==> src/rtl/vram_pkg.sv <==
// Shared types and constants for the 160x100 RGB332 video RAM arbiter.
// Address decode helper lives here so every block agrees on the valid range.
package vram_pkg;

    localparam int VRAM_W         = 160;
    localparam int VRAM_H         = 100;
    localparam int VRAM_WORDS     = VRAM_W * VRAM_H;
    localparam int ADDR_W         = 14;
    localparam int DATA_W         = 8;
    localparam int FIFO_DEPTH_DEF = 4;

    localparam logic [ADDR_W-1:0] ADDR_LAST = ADDR_W'(VRAM_WORDS - 1);

    typedef enum logic [1:0] {
        IDLE     = 2'd0,
        RD_WAIT  = 2'd1,
        RD_ISSUE = 2'd2,
        ACK      = 2'd3
    } cpu_state_e;

    typedef struct packed {
        logic [ADDR_W-1:0] addr;
        logic [DATA_W-1:0] data;
    } wr_entry_t;

    function automatic logic addr_in_range(input logic [ADDR_W-1:0] a);
        return (a <= ADDR_LAST);
    endfunction

endpackage

==> src/rtl/vram_arbiter_if.sv <==
// Bundle of the video, CPU and VRAM-macro signals around the arbiter.
// slave = the arbiter's view, master = the surrounding environment.
interface vram_arbiter_if
    import vram_pkg::*;
();

    logic              vid_rd;
    logic [ADDR_W-1:0] vid_addr;
    logic              vid_valid;
    logic [DATA_W-1:0] vid_data;

    logic              cpu_req;
    logic              cpu_we;
    logic [ADDR_W-1:0] cpu_addr;
    logic [DATA_W-1:0] cpu_wdata;
    logic              cpu_ack;
    logic [DATA_W-1:0] cpu_rdata;

    logic [ADDR_W-1:0] ram_addr;
    logic              ram_we;
    logic [DATA_W-1:0] ram_wdata;
    logic [DATA_W-1:0] ram_rdata;

    modport slave (
        input  vid_rd, vid_addr, cpu_req, cpu_we, cpu_addr, cpu_wdata, ram_rdata,
        output vid_valid, vid_data, cpu_ack, cpu_rdata, ram_addr, ram_we, ram_wdata
    );

    modport master (
        output vid_rd, vid_addr, cpu_req, cpu_we, cpu_addr, cpu_wdata, ram_rdata,
        input  vid_valid, vid_data, cpu_ack, cpu_rdata, ram_addr, ram_we, ram_wdata
    );

endinterface

==> src/rtl/vram_wr_fifo.sv <==
// Posted-write FIFO for CPU writes; show-ahead head entry, wrap-bit pointers.
// Push while full and pop while empty are ignored.
module vram_wr_fifo
    import vram_pkg::*;
#(
    parameter  int DEPTH = FIFO_DEPTH_DEF,
    localparam int IDX_W = $clog2(DEPTH),
    localparam int PTR_W = IDX_W + 1
) (
    input  logic             clk,
    input  logic             rst_n,
    input  logic             push,
    input  logic             pop,
    input  wr_entry_t        wdata,
    output wr_entry_t        rdata,
    output logic             full,
    output logic             empty,
    output logic [PTR_W-1:0] level
);

    logic [PTR_W-1:0] wptr_q, wptr_d;
    logic [PTR_W-1:0] rptr_q, rptr_d;
    wr_entry_t        mem_q [DEPTH];
    wr_entry_t        mem_d [DEPTH];
    logic             full_s, empty_s, push_ok_s, pop_ok_s;

    // Status decode: equal index with differing wrap bit means full.
    always_comb begin
        empty_s   = (wptr_q == rptr_q);
        full_s    = (wptr_q[PTR_W-1] != rptr_q[PTR_W-1]) &&
                    (wptr_q[IDX_W-1:0] == rptr_q[IDX_W-1:0]);
        push_ok_s = push && !full_s;
        pop_ok_s  = pop && !empty_s;
    end

    // Next-state for pointers and storage.
    always_comb begin
        mem_d = mem_q;
        if (push_ok_s) begin
            mem_d[wptr_q[IDX_W-1:0]] = wdata;
            wptr_d                   = wptr_q + PTR_W'(1'b1);
        end else begin
            wptr_d = wptr_q;
        end
        if (pop_ok_s) begin
            rptr_d = rptr_q + PTR_W'(1'b1);
        end else begin
            rptr_d = rptr_q;
        end
    end

    // FIFO state registers.
    always_ff @(posedge clk or negedge rst_n) begin
        if (!rst_n) begin
            wptr_q <= '0;
            rptr_q <= '0;
            for (int i = 0; i < DEPTH; i++) begin
                mem_q[i] <= '0;
            end
        end else begin
            wptr_q <= wptr_d;
            rptr_q <= rptr_d;
            mem_q  <= mem_d;
        end
    end

    assign rdata = mem_q[rptr_q[IDX_W-1:0]];
    assign full  = full_s;
    assign empty = empty_s;
    assign level = wptr_q - rptr_q;

endmodule

==> src/rtl/vram_arbiter.sv <==
// Single-port VRAM arbiter: fixed-latency video reads win every slot, posted
// CPU writes drain through a FIFO, CPU reads wait for the FIFO to empty.
module vram_arbiter
    import vram_pkg::*;
#(
    parameter int FIFO_DEPTH = FIFO_DEPTH_DEF
) (
    input  logic           pclk,
    input  logic           reset_n,
    vram_arbiter_if.slave  bus
);

    localparam int LVL_W = $clog2(FIFO_DEPTH) + 1;

    cpu_state_e        state_q, state_d;
    logic [ADDR_W-1:0] rd_addr_q, rd_addr_d;
    logic              rd_oor_q, rd_oor_d;
    logic              ack_rd_q, ack_rd_d;
    logic              cpu_ack_q, cpu_ack_d;
    logic [DATA_W-1:0] cpu_rdata_q, cpu_rdata_d;
    logic              vid_p1_q, vid_p1_d;
    logic              vid_p1_oor_q, vid_p1_oor_d;
    logic              vid_valid_q, vid_valid_d;
    logic              vid_oor_q, vid_oor_d;
    logic [ADDR_W-1:0] ram_addr_q, ram_addr_d;
    logic              ram_we_q, ram_we_d;
    logic [DATA_W-1:0] ram_wdata_q, ram_wdata_d;

    wr_entry_t         push_entry_s, head_s;
    logic              fifo_full_s, fifo_empty_s, fifo_push_s, fifo_pop_s;
    logic [LVL_W-1:0]  fifo_level_s;
    logic              rd_go_s;
    logic [DATA_W-1:0] vid_data_s, rd_data_s, cpu_rdata_s;

    assign push_entry_s = '{addr: bus.cpu_addr, data: bus.cpu_wdata};

    vram_wr_fifo #(.DEPTH(FIFO_DEPTH)) u_wr_fifo (
        .clk   (pclk),
        .rst_n (reset_n),
        .push  (fifo_push_s),
        .pop   (fifo_pop_s),
        .wdata (push_entry_s),
        .rdata (head_s),
        .full  (fifo_full_s),
        .empty (fifo_empty_s),
        .level (fifo_level_s)
    );

    // Slot requests; a full FIFO refuses a push even when a pop happens.
    always_comb begin
        fifo_push_s = (state_q == IDLE) && bus.cpu_req && bus.cpu_we && !fifo_full_s;
        fifo_pop_s  = !fifo_empty_s && !bus.vid_rd;
        rd_go_s     = (state_q == RD_WAIT) && (fifo_level_s == '0) && !bus.vid_rd;
    end

    // VRAM slot mux: video, then FIFO drain, then CPU read.
    always_comb begin
        ram_addr_d  = ram_addr_q;
        ram_we_d    = 1'b0;
        ram_wdata_d = ram_wdata_q;
        if (bus.vid_rd) begin
            ram_addr_d = addr_in_range(bus.vid_addr) ? bus.vid_addr : '0;
        end else if (fifo_pop_s) begin
            ram_addr_d  = addr_in_range(head_s.addr) ? head_s.addr : '0;
            ram_we_d    = addr_in_range(head_s.addr);
            ram_wdata_d = head_s.data;
        end else if (rd_go_s) begin
            ram_addr_d = addr_in_range(rd_addr_q) ? rd_addr_q : '0;
        end else begin
            ram_addr_d = ram_addr_q;
        end
    end

    // Two-stage video tag pipeline lined up with the RAM read latency.
    always_comb begin
        vid_p1_d     = bus.vid_rd;
        vid_p1_oor_d = bus.vid_rd && !addr_in_range(bus.vid_addr);
        vid_valid_d  = vid_p1_q;
        vid_oor_d    = vid_p1_oor_q;
    end

    // Read data arrives straight from the macro in the ack / valid cycle.
    always_comb begin
        if (vid_valid_q && !vid_oor_q) begin
            vid_data_s = bus.ram_rdata;
        end else begin
            vid_data_s = '0;
        end
        if (ack_rd_q && !rd_oor_q) begin
            rd_data_s = bus.ram_rdata;
        end else begin
            rd_data_s = '0;
        end
        if (cpu_ack_q && ack_rd_q) begin
            cpu_rdata_s = rd_data_s;
        end else begin
            cpu_rdata_s = cpu_rdata_q;
        end
    end

    // CPU request FSM next-state.
    always_comb begin
        state_d     = state_q;
        rd_addr_d   = rd_addr_q;
        rd_oor_d    = rd_oor_q;
        ack_rd_d    = 1'b0;
        cpu_ack_d   = 1'b0;
        cpu_rdata_d = cpu_rdata_q;
        case (state_q)
            IDLE: begin
                if (bus.cpu_req && bus.cpu_we) begin
                    if (!fifo_full_s) begin
                        state_d   = ACK;
                        cpu_ack_d = 1'b1;
                    end else begin
                        state_d = IDLE;
                    end
                end else if (bus.cpu_req) begin
                    rd_addr_d = bus.cpu_addr;
                    state_d   = RD_WAIT;
                end else begin
                    state_d = IDLE;
                end
            end
            RD_WAIT: begin
                if (rd_go_s) begin
                    rd_oor_d = !addr_in_range(rd_addr_q);
                    state_d  = RD_ISSUE;
                end else begin
                    state_d = RD_WAIT;
                end
            end
            RD_ISSUE: begin
                state_d   = ACK;
                cpu_ack_d = 1'b1;
                ack_rd_d  = 1'b1;
            end
            ACK: begin
                state_d = IDLE;
                if (ack_rd_q) begin
                    cpu_rdata_d = rd_data_s;
                end else begin
                    cpu_rdata_d = cpu_rdata_q;
                end
            end
            default: begin
                state_d = IDLE;
            end
        endcase
    end

    // All arbiter state; reset also drops any in-flight ack or video fetch.
    always_ff @(posedge pclk or negedge reset_n) begin
        if (!reset_n) begin
            state_q      <= IDLE;
            rd_addr_q    <= '0;
            rd_oor_q     <= 1'b0;
            ack_rd_q     <= 1'b0;
            cpu_ack_q    <= 1'b0;
            cpu_rdata_q  <= '0;
            vid_p1_q     <= 1'b0;
            vid_p1_oor_q <= 1'b0;
            vid_valid_q  <= 1'b0;
            vid_oor_q    <= 1'b0;
            ram_addr_q   <= '0;
            ram_we_q     <= 1'b0;
            ram_wdata_q  <= '0;
        end else begin
            state_q      <= state_d;
            rd_addr_q    <= rd_addr_d;
            rd_oor_q     <= rd_oor_d;
            ack_rd_q     <= ack_rd_d;
            cpu_ack_q    <= cpu_ack_d;
            cpu_rdata_q  <= cpu_rdata_d;
            vid_p1_q     <= vid_p1_d;
            vid_p1_oor_q <= vid_p1_oor_d;
            vid_valid_q  <= vid_valid_d;
            vid_oor_q    <= vid_oor_d;
            ram_addr_q   <= ram_addr_d;
            ram_we_q     <= ram_we_d;
            ram_wdata_q  <= ram_wdata_d;
        end
    end

    assign bus.vid_valid = vid_valid_q;
    assign bus.vid_data  = vid_data_s;
    assign bus.cpu_ack   = cpu_ack_q;
    assign bus.cpu_rdata = cpu_rdata_s;
    assign bus.ram_addr  = ram_addr_q;
    assign bus.ram_we    = ram_we_q;
    assign bus.ram_wdata = ram_wdata_q;

endmodule
==> src/flat_wrapper.sv <==
// flat-port wrapper written by rule: the top's interface ports become plain ports
module vram_arbiter_flat import vram_pkg::*;
#(
    parameter int FIFO_DEPTH = FIFO_DEPTH_DEF
)
  (pclk, reset_n, bus_vid_rd, bus_vid_addr, bus_cpu_req, bus_cpu_we, bus_cpu_addr, bus_cpu_wdata, bus_ram_rdata, bus_vid_valid, bus_vid_data, bus_cpu_ack, bus_cpu_rdata, bus_ram_addr, bus_ram_we, bus_ram_wdata);
  vram_arbiter_if bus_i ();
  input  logic pclk;
  input  logic reset_n;
  input wire logic [$bits(bus_i.vid_rd)-1:0] bus_vid_rd;
  input wire logic [$bits(bus_i.vid_addr)-1:0] bus_vid_addr;
  input wire logic [$bits(bus_i.cpu_req)-1:0] bus_cpu_req;
  input wire logic [$bits(bus_i.cpu_we)-1:0] bus_cpu_we;
  input wire logic [$bits(bus_i.cpu_addr)-1:0] bus_cpu_addr;
  input wire logic [$bits(bus_i.cpu_wdata)-1:0] bus_cpu_wdata;
  input wire logic [$bits(bus_i.ram_rdata)-1:0] bus_ram_rdata;
  output wire logic [$bits(bus_i.vid_valid)-1:0] bus_vid_valid;
  output wire logic [$bits(bus_i.vid_data)-1:0] bus_vid_data;
  output wire logic [$bits(bus_i.cpu_ack)-1:0] bus_cpu_ack;
  output wire logic [$bits(bus_i.cpu_rdata)-1:0] bus_cpu_rdata;
  output wire logic [$bits(bus_i.ram_addr)-1:0] bus_ram_addr;
  output wire logic [$bits(bus_i.ram_we)-1:0] bus_ram_we;
  output wire logic [$bits(bus_i.ram_wdata)-1:0] bus_ram_wdata;
  assign bus_i.vid_rd = bus_vid_rd;
  assign bus_i.vid_addr = bus_vid_addr;
  assign bus_i.cpu_req = bus_cpu_req;
  assign bus_i.cpu_we = bus_cpu_we;
  assign bus_i.cpu_addr = bus_cpu_addr;
  assign bus_i.cpu_wdata = bus_cpu_wdata;
  assign bus_i.ram_rdata = bus_ram_rdata;
  assign bus_vid_valid = bus_i.vid_valid;
  assign bus_vid_data = bus_i.vid_data;
  assign bus_cpu_ack = bus_i.cpu_ack;
  assign bus_cpu_rdata = bus_i.cpu_rdata;
  assign bus_ram_addr = bus_i.ram_addr;
  assign bus_ram_we = bus_i.ram_we;
  assign bus_ram_wdata = bus_i.ram_wdata;
  vram_arbiter #(.FIFO_DEPTH(FIFO_DEPTH)) u_core (.pclk(pclk), .reset_n(reset_n), .bus(bus_i));
endmodule
==> config.mk <==
export PLATFORM = sky130hd
export DESIGN_NAME = vram_arbiter_flat
export DESIGN_NICKNAME = d
export VERILOG_FILES = /design/src/rtl/vram_pkg.sv /design/src/rtl/vram_arbiter_if.sv /design/src/rtl/vram_wr_fifo.sv /design/src/rtl/vram_arbiter.sv /design/src/flat_wrapper.sv
export SDC_FILE = /design/constraint.sdc
export NUM_CORES = 1
export LEC_CHECK = 0
export ABC_AREA = 1
export BUFFER_PORTS_ARGS = -buffer_cell sky130_fd_sc_hd__buf_2
export CAP_MARGIN = 10
export CORE_MARGIN = 5
export CORE_UTILIZATION = 50
export CTS_CLUSTER_DIAMETER = 30
export CTS_CLUSTER_SIZE = 16
export DETAILED_ROUTE_END_ITERATION = 6
export GPL_TIMING_DRIVEN = 1
export PLACE_DENSITY = 0.7
export SETUP_SLACK_MARGIN = 0.1
export SLEW_MARGIN = 5
export SYNTH_ARGS = -nofsm -noshare
export SYNTH_HDL_FRONTEND = slang
export SYNTH_SLANG_ARGS = --single-unit
==> constraint.sdc <==
create_clock -name pclk -period 2.8 [get_ports pclk]
set_clock_uncertainty 0.2 [all_clocks]
set_input_delay 0.7 -clock pclk [delete_from_list [all_inputs] [get_ports pclk]]
set_output_delay 0.7 -clock pclk [all_outputs]
set_load 0.03 [all_outputs]
---- Yosys cells after proc, flatten, opt, wreduce, memory -nomap -nowiden ----
Cells that the tools add are included.
storage, ports and cells
  register bits after elaboration ......... 148
  input port bits ......................... 49
  output and inout port bits .............. 41
cells by class
  $add $sub $neg .......................... 3
  $lt $le $gt $ge ......................... 6
  equality and inequality tests ........... 6
  mux-type cells .......................... 26
  bitwise gates (word level) .............. 4
  reductions and logical operators ........ 29
operator list
  kind                                                                   count
  88-bit bitwise mux                                                     1
  14-bit 2-to-1 mux                                                      6
  22-bit 2-to-1 mux                                                      3
  22-bit binary-select mux with 2-bit select                             1
  22-bit demux with 2-bit select                                         1
  14-bit <= comparator, second input constant                            3
  8-bit 2-to-1 mux                                                       3
  1-bit logical AND                                                      15
  2-bit case mux with 4 select lines                                     1
  1-bit zero test                                                        7
  3-bit by 1-bit adder with 3-bit output, second input constant          2
  3-bit greater-or-equal comparator, second input constant               2
  1-bit 2-to-1 mux                                                       6
  2-bit 2-to-1 mux                                                       3
  2-bit inverter with 3-bit output                                       2
  2-bit AND reduction                                                    3
  2-bit equality test, second input constant                             2
  3-bit equality test                                                    1
  3-bit zero test                                                        1
  3-bit by 1-bit < comparator with 1-bit output, second input constant   1
  3-bit AND reduction                                                    1
  3-bit nonzero test                                                     1
  3-bit subtractor                                                       1
  2-bit by 1-bit equality test with 1-bit output, second input constant  1
  5 further kinds                                                        6

---- Logic depth before layout (Yosys ltp) ----
Gate-level depths: netlist (run 1).
  depth after elaboration ................. 8
  depth in mapped cells ................... 13

---- Modules after synthesis ----
Synthesis (run 1) repeated with hierarchy kept, for this count alone.
unflattened totals
  cell total of the unflattened synthesis .. 947
  area, all modules ....................... 7663.6 um2
by module, submodules not included
  module        instances  cells each  area an instance (um2)
  vram_wr_fifo  1          569         4660.7
  vram_arbiter  1          378         3002.9

---- Least setup slack after synthesis (run 1) ----
Ideal clock, no wire load.
  kind .................................... reg2out
  start ................................... reg u_core.rd_oor_q
  end ..................................... out bus_cpu_rdata[0]
  arrival ................................. 1.450 ns
  data required time ...................... 1.900 ns
  setup slack ............................. 0.450 ns
  cell stages (with the launch flop) ...... 4
  cells stage by stage .................... dfrtp_1 > nor2_1 > nand2_1 > o21ai_0
between the ends
  cells in the longest elaborated chain, start to end .. 4
RTL lines
  what                      RTL line             source
  start: declaration        vram_arbiter.sv:17   logic rd_oor_q, rd_oor_d;
  start signal: assignment  vram_arbiter.sv:171  rd_oor_q <= rd_oor_d;
  1-bit zero test           vram_arbiter.sv:89   if (ack_rd_q && !rd_oor_q) begin
  1-bit logical AND         vram_arbiter.sv:89
  8-bit 2-to-1 mux          vram_arbiter.sv:89
  8-bit 2-to-1 mux          vram_arbiter.sv:94   if (cpu_ack_q && ack_rd_q) begin
  end: declaration          flat_wrapper.sv:20   output wire logic [$bits(bus_i.cpu_rdata)-1:0] bus_cpu_rdata;
No other way between the ends.

---- Worst setup path in the final report (run 1) ----
  start ................................... reg u_core.ack_rd_q
  end ..................................... out bus_cpu_rdata[1]
between the ends
  cells in the longest elaborated chain, start to end .. 3
RTL lines
  what                      RTL line             source
  start: declaration        vram_arbiter.sv:18   logic ack_rd_q, ack_rd_d;
  start signal: assignment  vram_arbiter.sv:172  ack_rd_q <= ack_rd_d;
  1-bit logical AND         vram_arbiter.sv:89
  8-bit 2-to-1 mux          vram_arbiter.sv:89
  8-bit 2-to-1 mux *        vram_arbiter.sv:94
Every way passes the cells marked *; elsewhere a longest branch is shown, timed or not.

==> results.md, run 1 <==
* Status: finished clean
* PortBufs at 89
* Wire per inst at 14.3 µm
* Vias per inst at 5.19
* Antenna diodes at 0
* Crit Path Max Fanout at 8
* Initial antenna violation count at 0
* Area delta synth->final at 18.1%
* Worst-Skew Late Latency at 420 ps
* Relative slew slack at 0.283
* Max H-tree Level at 4
* Unique masters post-synth at 34
* Initial Util at 0.509
* Core Util, Final at 0.601
* Worst Setup Start Kind: flop
* Hold Violations, Final at 0
* Syn_area_per_cell at 8.61 µm²
* CTS Buf Count at 17
* Pwr Density at 1200 mW/mm²
* Clock sink count at 148
* Final wirelength at 15.7 mm
* Tmin final at 2450 ps
* 1st-pass router iterations at 5
* Sequential element share of the synthesized area at 0.526
* Period utilization at 0.876
* Nets at 959
* Final Setup Violations at 0
* Synthesized flop and latch total at 148
* CTS tree: done
* Non-Filler Instances at 1096
* MaxCap Viol Count at 0
* Placed instance count at 1064
* Setup CP Type: reg2out
* Pin count of the biggest net entering global routing at 59
* Layout cells sized above 1 at 0.189
* RSZ-0062 raised after global routing: no
* Post-synth top area cell: dfrtp_1
* Die Ht at 129 µm
* Max Slew Vio Count at 0
* Post-DRT Antenna Nets at 0
* DIE WIDTH at 129 µm
* P_leak at 0.00410 µW
* Die area at 0.0165 mm²
* Post-Synthesis Cells at 817
* Vias in the first global route at 5517
* Required time of the critical path at 1900 ps
* FP Rows at 43
* Commonest non-fill, non-tap cell in the layout: nand2_1
* # DRC at 0
* Synth top area cells: dfrtp_1, nand2_1, o21ai_0
* Core ar. at 0.0138 mm²
* Post-CTS Hold Buffers at 0
* Dpl hpwl at 10.4 mm
* Post-Synthesis Cell Area at 0.00704 mm²
* Grt ovf at 0
* Yosys top cell area share at 0.526
* Total Neg Setup Slack at 0 ps
* Clock slew at reported path FFs at 60 ps
* Routability cong. at 0.798
* Maximum vdd drop at 0.988 mV
* Syn Nets at 873
* # IOs at 90
* Ys Warns at 0
* Root Buffer Master: clkbuf_16
* Vias at 5683
* First DRT Iteration DRCs at 405
* Fmax at 408 MHz
* Worst EP arrival at 1550 ps
* Commonest non-fill, non-tap cells in the layout: nand2_1, dfrtp_1, o21ai_0
* CP endpoint kind: primary output
* First-pass GRT wire length at 26.8 mm
* Hold crit path type: in2async
* Bufs on Longest Clock Path at 2
* Tightest Pin Transition at 1070 ps
* GRT Util Overall at 0.202
-- state kept, by name (all words and copies together), names as in the netlist --
name                     count
u_core.u_wr_fifo.mem_q      88
u_core.bus.ram_addr         14
u_core.rd_addr_q            14
u_core.bus.ram_wdata         8
u_core.cpu_rdata_q           8
u_core.u_wr_fifo.rptr_q      3
u_core.u_wr_fifo.wptr_q      3
u_core.state_q               2
u_core.ack_rd_q              1
u_core.bus.cpu_ack           1
u_core.bus.ram_we            1
u_core.bus.vid_valid         1
u_core.rd_oor_q              1
u_core.vid_oor_d             1
u_core.vid_oor_q             1
u_core.vid_p1_q              1
-- layout make-up --
cell class | count | area (µm²)
Multi-Input combinational cell | 548 | 2810
Clock inverter | 7 | 116
Fill cell | 1196 | 5510
Tap cell | 180 | 225
Sequential cell | 148 | 3700
Clock buffer | 25 | 526
Timing Repair Buffer | 110 | 634
Inverter | 78 | 293
-- power by group --
| group | total (µW) | switching (µW) | internal (µW) |
|---|---|---|---|
| sequential | 3700 | 533 | 3170 |
| combinational | 3870 | 2440 | 1430 |
| clock | 2420 | 854 | 1570 |
-- per-stage QoR --
step	hold WS, ps	setup slack [ps]	area [µm²]	power [µW]
finish	41.5	348	8310	9990
floorplan	131	450	7040	6570
CTS	51.6	226	8310	10100
global placement	132	367	7660	7480
global route	78.9	226	8310	10800
detailed placement	135	386	7660	7590
-- critical path: stages, from the launching register on --
cell	delay, ps
dfrtp_1	370
inv_1	80
nor2_4	190
nand2_1	90
o21ai_0	170
buf_2	230
-- final timing paths --
check,start,to,slack (ps),cells after the start
worst max register to register,u_core.u_wr_fifo.rptr_q[0],u_core.u_wr_fifo.mem_q[32],530,8
min in group pclk,u_core.vid_p1_q,u_core.bus.vid_valid,140,0
worst min-delay path,reset_n,u_core.cpu_rdata_q[4],40,1
max in group asynchronous,reset_n,u_core.u_wr_fifo.mem_q[28],1680,2
worst min register to register,u_core.vid_p1_q,u_core.bus.vid_valid,140,0
worst max-delay path,u_core.ack_rd_q,bus_cpu_rdata[1],350,5
-- logic make-up (layout without fill, tap and decap cells) --
logic type / after synthesis / count (layout) / synth area share
flip-flops: 148 / 148 / 0.526
AO/OA/AOI/OAI: 195 / 195 / 0.156
XOR/XNOR: 6 / 6 / 0.00747
multiplexers: 20 / 20 / 0.0320
buffers and inverters: 121 / 220 / 0.0750
adder cells (fa/ha/maj): 7 / 7 / 0.0124
AND/OR/NAND/NOR: 320 / 320 / 0.191
-- cell usage after synthesis, drive strengths merged --
master and n:
o21ai 96, nor2 63, dfrtp 148, xor2 3
and3 2, nand2 206, nand3 46, buf 27
o211ai 8, ha 7, inv 77, nand4 1
clkbuf 16, o21bai 1, o21a 33, a21oi 47
mux2 20, a31oi 8, xnor2 3, or2 2
o2111ai 2, clkinv 1
-- per-layer routing --
layer  vias up  track usage  share of wire
met4         0       0.0494          0.011
met1      2669        0.275           0.46
li1       2828            -              -
met5         -            0              0
met3        14       0.0552          0.073
met2       172        0.326           0.46
-- timing repair --
action                     in CTS  in global routing
pin swaps                       0                  0
setup endpoints to repair       5                  1
resized for setup               1                  1
setup buffers                   0                  0
cloned                          0                  0
No activity file was read; power rests on OpenSTA's default activity.
==> inputs of run 2 (changes only) <==
- CELL_PAD_IN_SITES_DETAIL_PLACEMENT: not set -> 1
- CELL_PAD_IN_SITES_GLOBAL_PLACEMENT: not set -> 1
- CORE_UTILIZATION: 50 -> 44
- PLACE_DENSITY: 0.7 -> not set
- PLACE_DENSITY_LB_ADDON: not set -> 0.1
==> run 2 against run 1 <==
Global-route usage up 1.6 points. Critical path type unchanged. Final cell count increased by 2.8%. Sequential cell count unchanged. Count of clock-buffer cells in the layout fell by 3.
==> results.md, run 2 (synthesis gave the netlist of run 1 again) <==
* MaxCap Viol Count at 0 (unchanged)
* Crit path cell chain: inv_1 > nor2_4 > nand2_1 > o21ai_0 > buf_2
* FF-to-FF End: u_core.bus.ram_addr[0]
* Dpl hpwl at 12.8 mm (+23%)
* Core ar. at 0.0158 mm² (+14%)
* FP Rows at 46 (+7.0%)
* GRT Util Overall at 0.218 (+0.0156)
* CP endpoint kind: primary output
* Die Ht at 136 µm (+6.1%)
* DIE WIDTH at 136 µm (+6.1%)
* Total Neg Setup Slack at 0 ps (unchanged)
* Final Setup Violations at 0 (unchanged)
* Commonest non-fill, non-tap cells in the layout: nand2_1, dfrtp_1, o21ai_0
* Relative slew slack at 0.246 (-0.0372)
* Flop2flop setup slack at 430 ps (-100 ps)
* Tmin final at 2470 ps (+19.2 ps)
* # IOs at 90 (unchanged)
* Non-Filler Instances at 1127 (+2.8%)
* Crit Path Max Fanout at 8 (unchanged)
* Period utilization at 0.883 (+0.00686)
* Worst EP arrival at 1570 ps (+20 ps)
* 1st-pass router iterations at 4 (-1)
* Worst-Skew Late Latency at 420 ps (about the same)
* First-pass GRT wire length at 31.8 mm (+19%)
* Buf/Inv on CP at 2 (unchanged)
* Status: finished clean
* Setup CP Type: reg2out
* Hold Violations, Final at 0 (unchanged)
* CP peak stage delay at 370 ps (about the same)
* Power, Total at 10200 µW (+2.1%)
* Final wirelength at 19.2 mm (+23%)
* Vias per inst at 5.26 (+1.5%)
* Crit path max-delay family: flip-flops
* Largest Register: u_core.u_wr_fifo.mem_q
* FF-to-FF path depth at 10 (+2)
* Worst Setup Start Kind: flop
* RR Startpoint: u_core.u_wr_fifo.rptr_q[1]
* Root Buffer Master: clkbuf_16
* CTS Buf Count at 17 (unchanged)
* Tightest Pin Transition at 1130 ps (+55.8 ps)
* Placed instance count at 1096 (+3.0%)
* Grt ovf at 0 (unchanged)
* Grt met3 use at 0.0366 (-0.0186)
* Initial antenna violation count at 0 (unchanged)
* Layout cells sized above 1 at 0.183 (-0.00555)
* Die area at 0.0186 mm² (+13%)
* Levels on crit path at 5 (unchanged)
* Nets at 955 (-0.42%)
* CTS tree: done
* RSZ-0062 raised after global routing: no
* Post-CTS Hold Buffers at 0 (unchanged)
* Gr busiest metal: met2
* Setup repair bufs after CTS at 0 (unchanged)
* Fmax at 405 MHz (-0.78%)
* PortBufs at 89 (unchanged)
* GR Layer Usage met1 at 0.280 (+0.00542)
* Clock slew at reported path FFs at 60 ps (about the same)
* Area delta synth->final at 18.5%
* Critical path's slowest cell: dfrtp_1
* Pwr Density at 1220 mW/mm² (+1.8%)
* Largest register FFs at 88 (unchanged)
* Post-DRT Antenna Nets at 0 (unchanged)
* Vias in the first global route at 6335 (+15%)
* P_leak at 0.00408 µW (-0.53%)
* Routability cong. at 0.773 (-3.2%)
* Antenna diodes at 0 (unchanged)
* Pin count of the biggest net entering global routing at 50 (-15%)
* Vias at 5932 (+4.4%)
* Bufs on Longest Clock Path at 2 (unchanged)
* Hold crit path type: in2async
* Wire per inst at 17.1 µm (+19%)
* Clock sink count at 148 (unchanged)
* Met2 Usage GRT at 0.380 (+0.0541)
* Max H-tree Level at 4 (unchanged)
* Maximum vdd drop at 0.525 mV (-47%)
* Post_cts resized at 1 (unchanged)
* First DRT Iteration DRCs at 182 (-55%)
* # DRC at 0 (unchanged)
* Required time of the critical path at 1900 ps (about the same)
* Max Slew Vio Count at 0 (unchanged)
* Initial Util at 0.446 (-0.0627)
* Core Util, Final at 0.529 (-0.0726)
* Commonest non-fill, non-tap cell in the layout: nand2_1
[run 2: changes by cell type in the layout (fill, tap and decap cells not counted)]
cell | previous run | this run
bufinv_16 | 3 | 4
clkinv_2 | 2 | 3
buf_12 | 2 | 4
buf_4 | 19 | 13
clkbuf_8 | 7 | 3
clkbuf_1 | 1 | 2
[run 2: where the power goes]
| group | switching, µW | total, µW | internal, µW |
|---|---|---|---|
| registers | 528 | 3700 | 3170 |
| clock network | 873 | 2430 | 1550 |
| logic | 2630 | 4080 | 1450 |
[run 2: routing by layer]
layer,part of all wire,routed length (µm)
met1,0.46,8780
met2,0.50,9580
met3,0.034,650
met4,0.012,227
met5,0,0
[run 2: metrics by stage]
step / worst slack (ps) / hold slack (ps) / area, µm²
after floorplan: 450 / 131 / 7040
after global placement: 382 / 132 / 7700
after detailed placement: 260 / 137 / 7700
after CTS: 170 / 25.6 / 8330
after global routing: 161 / 45.2 / 8340
final: 329 / 27.5 / 8340
[run 2: worst max path at each step]
stage                                    start                       to  slack, ps
floorplan                      u_core.rd_oor_q         bus_cpu_rdata[0]        450
global placement               bus_vid_addr[7]  u_core.bus.ram_addr[13]        380
detailed placement             bus_vid_addr[7]  u_core.bus.ram_addr[10]        260
CTS                            u_core.ack_rd_q         bus_cpu_rdata[3]        170
global route        u_core.u_wr_fifo.rptr_q[1]   u_core.bus.ram_addr[2]        160
finish                         u_core.ack_rd_q         bus_cpu_rdata[3]        330
[run 2: final cells by class]
class / count / area [µm²]
multi-input combinational: 548 / 2810
timing repair buffer: 106 / 629
clock buffer: 22 / 474
tap: 216 / 270
inverter: 78 / 293
sequential: 148 / 3700
clock inverter: 9 / 151
fill: 1928 / 7430
[run 2: worst reg2reg max path: cells and delay by family, from the launching register on]
| kind | cells | cell delay, ps |
|---|---|---|
| fa+ha+maj | 1 | 320 |
| xor+xnor | 1 | 140 |
| simple gates | 3 | 640 |
| flops | 1 | 350 |
| compound gates | 2 | 300 |
| buf+inv | 3 | 370 |
==> inputs of run 3 (changes only) <==
- RECOVER_POWER: not set -> 100
==> run 3 against run 2 <==
Utilization fell by 0.67 points. Final area fell by 1.3%. First-iteration DRC count decreased by 2.7%. Count of clock-buffer cells in the layout unchanged. Register-to-register slack got worse by 200 ps. Critical path depth did not move. Sequential share of layout area rose by 0.57 points. Sequential cell count stayed put. Critical endpoint unchanged. Largest power group unchanged.
==> results.md, run 3 (synthesis gave the netlist of run 1 again) <==
* Max Slew Vio Count at 0 (unchanged)
* Post-DRT Antenna Nets at 0 (unchanged)
* Worst EP arrival at 1680 ps (+110 ps)
* Initial antenna violation count at 0 (unchanged)
* PortBufs at 89 (unchanged)
* Required time of the critical path at 1900 ps (about the same)
* Tightest Pin Transition at 1330 ps (+195 ps)
* Nets at 955 (unchanged)
* Fmax at 387 MHz (-4.4%)
* Total Neg Setup Slack at 0 ps (unchanged)
* Worst slack at placement at 260 ps (unchanged)
* FF-to-FF path depth at 9 (-1)
* Post_cts resized at 1 (unchanged)
* Vias in the first global route at 6335 (unchanged)
* Clock sink count at 148 (unchanged)
* Layout cells sized above 1 at 0.141 (-0.0428)
* Largest register FFs at 88 (unchanged)
* Root Buffer Master: clkbuf_16
* Pin count of the biggest net entering global routing at 50 (unchanged)
* Maximum vdd drop at 0.527 mV (+0.26%)
* FF-to-FF End: u_core.u_wr_fifo.mem_q[75]
* Worst Setup Start Kind: flop
* Hold path depth at 0
* Die area at 0.0186 mm² (unchanged)
* Clock slew at reported path FFs at 60 ps (about the same)
* RSZ-0062 raised after global routing: no
* Initial Util at 0.446 (unchanged)
* Hold crit path type: reg2reg
* Setup CP Type: reg2out
* Post-CTS Hold Buffers at 0 (unchanged)
* 1st-pass router iterations at 4 (unchanged)
* CTS Buf Count at 17 (unchanged)
* Commonest non-fill, non-tap cell in the layout: nand2_1
* Worst setup slack after layout at 216 ps (-112 ps)
* GRT Util Overall at 0.218 (unchanged)
* Hold Path End: u_core.bus.vid_valid
* CTS tree: done
* First DRT Iteration DRCs at 177 (-2.7%)
* Tmin final at 2580 ps (+112 ps)
* P_leak at 0.00396 µW (-3.0%)
* DIE WIDTH at 136 µm (unchanged)
* First-pass GRT wire length at 31.8 mm (unchanged)
* Hold Path Origin: u_core.vid_p1_q
* Largest Register: u_core.u_wr_fifo.mem_q
* MaxCap Viol Count at 0 (unchanged)
* Core ar. at 0.0158 mm² (unchanged)
* Area delta synth->final at 17.0%
* Dpl hpwl at 12.8 mm (unchanged)
* Worst-Skew Late Latency at 420 ps (about the same)
* Crit Path Max Fanout at 8 (unchanged)
* CP endpoint kind: primary output
* Wire per inst at 17.1 µm (about the same)
* Pwr Density at 1230 mW/mm² (+0.54%)
* Max H-tree Level at 4 (unchanged)
* Die Ht at 136 µm (unchanged)
* Flop2flop setup slack at 230 ps (-200 ps)
* Crit. Startpoint: u_core.ack_rd_q
* Final Setup Violations at 0 (unchanged)
* Final wirelength at 19.2 mm (about the same)
* # DRC at 0 (unchanged)
* Commonest non-fill, non-tap cells in the layout: nand2_1, dfrtp_1, o21ai_0
* Grt ovf at 0 (unchanged)
* Relative slew slack at 0.117 (-0.129)
* Bufs on Longest Clock Path at 2 (unchanged)
* FP Rows at 46 (unchanged)
* RR Startpoint: u_core.u_wr_fifo.wptr_q[0]
* # IOs at 90 (unchanged)
* Antenna diodes at 0 (unchanged)
* Status: finished clean
* Routability cong. at 0.773 (unchanged)
* Setup repair bufs after CTS at 0 (unchanged)
* Period utilization at 0.923 (+0.0402)
* Vias at 5909 (-0.39%)
* Hold Violations, Final at 0 (unchanged)
* Vias per inst at 5.24 (-0.39%)
-- run 3: cell types whose count changed in the layout (fill, tap and decap cells not counted) --
cell,delta
buf_2,-38
o21ai_1,-1
clkbuf_4,+1
clkbuf_2,+8
buf_4,-5
nor2_4,-2
mux2_2,-1
o21ai_0,+1
nor2_1,+1
nor2_2,+1
clkbuf_1,+37
buf_6,-1
mux2_1,+1
buf_12,-2
-- run 3: critical path: stages, from the launching register on --
cell and delay [ps]:
dfrtp_1 370, inv_1 60, nor2_2 290, nand2_1 130, o21ai_0 180, buf_2 230
-- run 3: where the power goes --
part           switching [µW]  internal (µW)  leakage [µW]
combinational            2630           1370       0.00190
clock                     874           1550      0.000306
sequential                529           3170       0.00176
-- run 3: per-stage QoR --
step | total power [µW] | util | area, µm² | hold WS, ps | std cells
floorplan | 6570 | - | 7040 | 131 | 817
global placement | 7560 | 0.488 | 7700 | 132 | 1096
detailed placement | 7800 | 0.488 | 7700 | 137 | 1096
CTS | 10300 | 0.528 | 8330 | 25.6 | 1127
global route | 10900 | 0.522 | 8230 | 162 | 1127
finish | 10100 | 0.522 | 8230 | 147 | 1127
-- run 3: worst max-delay path by stage --
stage,slack [ps],end
global placement,380,u_core.bus.ram_addr[13]
floorplan,450,bus_cpu_rdata[0]
global route,80,bus_cpu_rdata[0]
CTS,170,bus_cpu_rdata[3]
detailed placement,260,u_core.bus.ram_addr[10]
finish,220,bus_cpu_rdata[3]
-- run 3: layout make-up --
cell class	instances	area, µm²
tap	216	270
clock buffer	22	474
multi-input combinational	548	2800
inverter	78	293
fill	1943	7540
clock inverter	9	151
sequential	148	3700
timing repair buffer	106	537
-- run 3: layer usage --
layer	part of all wire	vias up	global-route usage	wire length [µm]
li1	-	2816	-	-
met1	0.46	2968	0.280	8800
met2	0.50	108	0.380	9530
met3	0.036	17	0.0366	687
met4	0.012	0	0.0594	223
met5	0	-	0	0
